<file path="src/rtl/aha_uart_pkg.sv">
// aha_uart_pkg: shared FSM states and framing constants for the UART transmitter
package aha_uart_pkg;
  typedef enum logic [1:0] {IDLE, START, DATA, STOP} tx_state_e;
  localparam int MIN_BAUDDIV = 16;
  localparam int FRAME_BITS = 10;
endpackage

</file>
<file path="src/rtl/aha_sync_fifo.sv">
// aha_sync_fifo: single-clock byte queue with push/pop handshake and occupancy count
module aha_sync_fifo #(
  parameter int WIDTH = 8,
  parameter int DEPTH = 4
) (
  input  logic                     i_clk,
  input  logic                     i_rst_n,
  input  logic                     i_push,
  input  logic                     i_pop,
  input  logic [WIDTH-1:0]         i_data,
  output logic [WIDTH-1:0]         o_data,
  output logic                     o_full,
  output logic                     o_empty,
  output logic [$clog2(DEPTH):0]   o_level
);
  localparam int AW = $clog2(DEPTH);
  localparam int LW = AW + 1;
  logic [WIDTH-1:0] r_mem [DEPTH];
  logic [AW-1:0] r_wptr, r_rptr;
  logic [LW-1:0] r_level;
  logic w_push, w_pop;
  assign o_full = r_level == LW'(DEPTH);
  assign o_empty = r_level == '0;
  assign o_level = r_level;
  assign o_data = r_mem[r_rptr];
  assign w_push = i_push & !o_full;
  assign w_pop = i_pop & !o_empty;
  // Storage array; contents are only meaningful below the level count, so no reset
  always_ff @(posedge i_clk)
    if (w_push) r_mem[r_wptr] <= i_data;
  // Pointers wrap naturally at DEPTH; a simultaneous push and pop leaves the level unchanged
  always_ff @(posedge i_clk or negedge i_rst_n)
    if (!i_rst_n) begin
      r_wptr <= '0;
      r_rptr <= '0;
      r_level <= '0;
    end else begin
      if (w_push) r_wptr <= r_wptr + AW'(1);
      if (w_pop) r_rptr <= r_rptr + AW'(1);
      r_level <= r_level + LW'(w_push) - LW'(w_pop);
    end
endmodule

</file>
<file path="src/rtl/aha_uart_tx_driver.sv">
// aha_uart_tx_driver: 8N1 UART transmitter fed from a small byte FIFO, LSB first
module aha_uart_tx_driver
  import aha_uart_pkg::*;
#(
  parameter int FIFO_DEPTH = 4,
  parameter int DIV_WIDTH = 20
) (
  input  logic                          CLK,
  input  logic                          RESETn,
  input  logic                          ENABLE,
  input  logic [DIV_WIDTH-1:0]          BAUDDIV,
  input  logic                          IN_VALID,
  input  logic [7:0]                    IN_DATA,
  output logic                          IN_READY,
  output logic                          TXD,
  output logic                          BUSY,
  output logic                          TX_DONE,
  output logic [$clog2(FIFO_DEPTH):0]   FIFO_LEVEL
);
  localparam int LW = $clog2(FIFO_DEPTH) + 1;
  tx_state_e r_state, w_nstate;
  logic [DIV_WIDTH-1:0] r_div, r_cnt, w_ndiv, w_ncnt, w_div_eff;
  logic [2:0] r_bit, w_nbit;
  logic [7:0] r_shift, w_nshift, w_head;
  logic r_txd, r_done, w_ntxd, w_last, w_start, w_full, w_empty;
  logic [LW-1:0] w_level;

  assign w_div_eff = (BAUDDIV < DIV_WIDTH'(MIN_BAUDDIV)) ? DIV_WIDTH'(MIN_BAUDDIV) : BAUDDIV;
  assign w_last = r_cnt == '0;
  assign w_start = ENABLE & !w_empty & ((r_state == IDLE) | ((r_state == STOP) & w_last));
  assign IN_READY = !w_full;
  assign TXD = r_txd;
  assign TX_DONE = r_done;
  assign FIFO_LEVEL = w_level;
  assign BUSY = (r_state != IDLE) | (w_level != '0);

  aha_sync_fifo #(.WIDTH(8), .DEPTH(FIFO_DEPTH)) u_fifo (
    .i_clk   (CLK),
    .i_rst_n (RESETn),
    .i_push  (IN_VALID),
    .i_pop   (w_start),
    .i_data  (IN_DATA),
    .o_data  (w_head),
    .o_full  (w_full),
    .o_empty (w_empty),
    .o_level (w_level)
  );

  // Next state plus divider, bit counter and shifter; TXD is registered from the next state
  always_comb begin
    w_nstate = r_state;
    w_ncnt = (r_state == IDLE) ? r_cnt : (w_last ? r_div - DIV_WIDTH'(1) : r_cnt - DIV_WIDTH'(1));
    w_nbit = r_bit;
    w_nshift = r_shift;
    w_ndiv = r_div;
    if (w_last && r_state == START) begin
      w_nstate = DATA;
      w_nbit = '0;
    end
    if (w_last && r_state == DATA) begin
      w_nshift = r_shift >> 1;
      w_nbit = r_bit + 3'd1;
      w_nstate = (r_bit == 3'(FRAME_BITS - 3)) ? STOP : DATA;
    end
    if (w_last && r_state == STOP) w_nstate = IDLE;
    if (w_start) begin
      w_nstate = START;
      w_nshift = w_head;
      w_ndiv = w_div_eff;
      w_ncnt = w_div_eff - DIV_WIDTH'(1);
    end
    w_ntxd = (w_nstate == START) ? 1'b0 : (w_nstate == DATA) ? w_nshift[0] : 1'b1;
  end

  // State and datapath registers; reset drops the frame and idles the line at once
  always_ff @(posedge CLK or negedge RESETn)
    if (!RESETn) begin
      r_state <= IDLE;
      r_cnt <= '0;
      r_div <= DIV_WIDTH'(MIN_BAUDDIV);
      r_bit <= '0;
      r_shift <= '0;
      r_txd <= 1'b1;
      r_done <= 1'b0;
    end else begin
      r_state <= w_nstate;
      r_cnt <= w_ncnt;
      r_div <= w_ndiv;
      r_bit <= w_nbit;
      r_shift <= w_nshift;
      r_txd <= w_ntxd;
      r_done <= (r_state == STOP) & w_last;
    end
endmodule

</file>
<file path="config.mk">
export PLATFORM = sky130hd
export DESIGN_NAME = aha_uart_tx_driver
export DESIGN_NICKNAME = d
export VERILOG_FILES = /design/src/rtl/aha_uart_pkg.sv /design/src/rtl/aha_sync_fifo.sv /design/src/rtl/aha_uart_tx_driver.sv
export SDC_FILE = /design/constraint.sdc
export NUM_CORES = 1
export LEC_CHECK = 0
export ABC_CLOCK_PERIOD_IN_PS = 3300
export CORE_MARGIN = 4
export CORE_UTILIZATION = 40
export DETAILED_ROUTE_END_ITERATION = 12
export DONT_BUFFER_PORTS = 1
export SLEW_MARGIN = 20
export SYNTH_ARGS = -nofsm -noshare
export SYNTH_HDL_FRONTEND = slang
export SYNTH_SLANG_ARGS = --single-unit
</file>
<file path="constraint.sdc">
create_clock -name CLK -period 3.3 [get_ports CLK]
set_input_delay 0.495 -clock CLK [delete_from_list [all_inputs] [get_ports CLK]]
set_output_delay 0.495 -clock CLK [all_outputs]
set_load 0.1 [all_outputs]
</file>
==> flow_summary.toml, run 1 <==
[status]
status = "finished, final reports clean"

[floorplan]
rows = 39
die_x_um = 118
die_h_um = 118
start_util = 0.416
ios = 39
core-area_um2 = 11700
die_area_um2 = 14000

[timing]
tns_ns = 0
rsz0062_at_grt = "no"
slew_viol_final = 0
fmax_ghz = 0.322
hold_viol = 0
setup_viol = 0
worst_slew_pin_slew_ns = 0.861
final.period_utilization = 0.940
period_needed_ns = 3.10
fin_skew_ns = 0.00980
maxSlewHeadroom = 0.426
finalWorstSetupSlack_ns = 0.198

[worst_setup_path]
critPathBufInv = 1
cp-startpoint = "u_fifo.o_level[0]$_DFF_PN0_"
ff2ff_setup_slack_ns = 0.20
cp_slowest_stage_delay_ns = 0.48
cp_max_fo = 10
regToRegEndpoint = "r_cnt[16]$_DFFE_PN0P_"
critPathKind = "flop to flop"
end_kind = "flop"
worstPathRequired_ns = 3.54
r2r-start = "u_fifo.o_level[0]$_DFF_PN0_"
crit_family = "compound AO/OA/AOI/OAI gates"
cp.arrival_ns = 3.34
crit_cells = 11
crit_chain = "o31a_1 -> and2_1 -> a31oi_4 -> inv_4 -> a32oi_4 -> ha_1 -> a21boi_2 -> o2111ai_2 -> nor4b_2 -> xor2_1 -> o21ai_1"
cp_slowest_cell = "dfrtp_4"
crit_path_end = "r_cnt[16]$_DFFE_PN0P_"
r2r_cells = 11
worst_setup_path_start_kind = "flop"

[detailed_routing]
drt_wl_total_um = 11300
drt_pre_antenna_iters = 4
via_per_inst = 5.62
route.detailed.drc = 0
drt_first_iter_violations = 267
detail_route.wl_per_cell_um = 18.5
antenna_left = 0
vias = 3432

[clock_tree]
clkSinkCount = 94
cts_root_buffer = "clkbuf_16"
clk_path_buf_depth = 2
cts_buffers = 9
clk_transition_reported_paths_ns = 0.07
cts_setup_buffers = 0
clock_latency_ns = 0.35
h-tree-depth = 3
cts_tree = "yes"

[synth]
syn_area_per_cell_um2 = 10.8
synth_top_flop_cell = "dfrtp_1"
syn_area_um2 = 4850
ys_warn_count = 0
syn_nets = 492
synth-seq-cells = 94
synth_edf_count = 32
async_flop_share = 0.660
ys_types = 74
seq_area_frac_synth = 0.518
synthCells = 450

[place]
port_buffers = 0
place_congestion = 0.930
pre_cts_ws_ns = 0.203
dpl.hpwl_um = 8020

[global_route]
grt_max_degree = 63
grt_overflow_total = 0
antenna_found_initial = 0
grt_pass1_wl_um = 18400
gr-usage-all-layers = 0.167
grt_pass1_vias = 3506

[final_layout]
final_nets = 505
fillCellCount = 1045
insertedDiodeCount = 0
drive_gt1_frac = 0.169
syn_to_final_growth_pct = 12.5

[power]
leakagePower_uw = 0.00216
fin_total_pwr_uw = 4730
power.density_nw_per_um2 = 866
ir_drop_mv = 0.503

[hold_path]
hp-class = "input pin to asynchronous set/reset pin"

[flow_run]
drv_cap = 0
cells in the final DEF, fill, tap and decap left out, types with 7 or more instances in the layout:
cell type  Yosys  final
nand3_1        7      7
nor2_1        28     28
ha_1           9      9
buf_4          3     23
nor3_1        13     12
mux4_2         8      8
a22o_1         7      7
and3_1        10     10
o21ai_0       20     20
a21oi_1       22     22
nand2_1       91     91
xnor2_1       11     11
o21ai_1        8      8
xor2_1         8      8
dfrtp_1       60     57
clkbuf_16      0      9
inv_1          8      8
edfxtp_1      32     32
layer usage:
layer  part of all wire  vias to the layer above  track usage
met5                  0                        -            0
met4              0.020                        0       0.0601
met3              0.072                       20       0.0583
met2               0.46                       96        0.256
met1               0.45                     1646        0.219
li1                   -                     1670            -
cells by family (layout without fill, tap and decap cells):
family                   Yosys count  after routing  synth area share
AND/OR/NAND/NOR                  178            178             0.180
flip-flops                        94             94             0.518
multiplexers                      12             12            0.0456
adder cells (fa/ha/maj)           10             10            0.0273
AO/OA/AOI/OAI                    105            105             0.162
XOR/XNOR                          19             19            0.0343
buffers and inverters             32             50            0.0320
metrics by stage:
step | cell area, um2 | util | cells | hold WS [ns]
floorplan | 4880 | - | 450 | 0.199
global placement | 5120 | 0.439 | 594 | 0.202
detailed placement | 5120 | 0.439 | 594 | 0.202
CTS | 5450 | 0.468 | 611 | 0.0181
global route | 5460 | 0.468 | 611 | 0.0234
finish | 5460 | 0.468 | 611 | 0.00257
Yosys cell counts, drive strengths merged (3+ instances only):
library cell / instances / area, um2
a21boi: 3 / 26.3
o311ai: 4 / 35.0
mux2i: 3 / 30.0
nand2: 91 / 342
clkbuf: 13 / 48.8
o32ai: 4 / 68.8
nor2: 28 / 105
and3: 10 / 62.6
nor3: 14 / 75.1
xor2: 8 / 70.1
mux4: 8 / 180
nand4: 5 / 46.3
o21a: 3 / 22.5
dfrtp: 60 / 1500
a21oi: 22 / 110
a22oi: 6 / 45.0
o211ai: 4 / 30.0
a22o: 7 / 61.3
xnor2: 11 / 96.3
buf: 10 / 72.6
o21ai: 28 / 140
a31oi: 5 / 46.3
edfxtp: 32 / 961
ha: 9 / 113
nand3: 8 / 52.6
nor4: 9 / 90.1
and2: 4 / 27.5
inv: 9 / 33.8
state kept, by name, indices dropped and copies added (netlist names):
register	cells
u_fifo.r_mem	32
r_cnt	20
r_div	20
r_shift	8
r_bit	3
u_fifo.o_level	3
r_state	2
u_fifo.r_rptr	2
u_fifo.r_wptr	2
TXD	1
TX_DONE	1
report_power, final:
group	switching (uW)	internal, uW
clock network	509	544
registers	333	1660
logic	999	684
total	1840	2880
cell type report:
cell class / instances / area, um2 / share of cell area
Clock buffer: 9 / 225 / 0.0413
Clock inverter: 7 / 78.8 / 0.0144
Inverter: 9 / 36.3 / 0.00665
Multi-Input combinational cell: 324 / 2190 / 0.402
Sequential cell: 94 / 2530 / 0.463
Tap cell: 143 / 179 / 0.0328
Timing Repair Buffer: 25 / 220 / 0.0403
timing repair:
item	CTS	global route
endpoints found under the hold margin	62	0
gates resized for setup	0	1
setup endpoints to repair	0	4
hold buffers	1	0
worst min-delay path by stage:
stage | cells past startpoint | slack (ns) | to | startpoint
after floorplan | 0 | 0.20 | TX_DONE$_DFF_PN0_ | RESETn
after global placement | 0 | 0.20 | TX_DONE$_DFF_PN0_ | RESETn
after detailed placement | 0 | 0.20 | TX_DONE$_DFF_PN0_ | RESETn
after CTS | 1 | 0.02 | r_bit[2]$_DFFE_PN0P_ | RESETn
after global routing | 1 | 0.02 | u_fifo.r_wptr[0]$_DFFE_PN0P_ | RESETn
final | 1 | 0.003 | r_bit[2]$_DFFE_PN0P_ | RESETn
No activity file was read; power rests on OpenSTA's default activity.
==> inputs of run 2 (changes only) <==
--- a/config.mk
+++ b/config.mk
@@ -14,3 +14,4 @@
 export SYNTH_ARGS = -nofsm -noshare
 export SYNTH_HDL_FRONTEND = slang
 export SYNTH_SLANG_ARGS = --single-unit
+export TNS_END_PERCENT = 5
==> results of run 2 <==
Same layout as run 1: the final DEF is identical, and so are final timing and power.
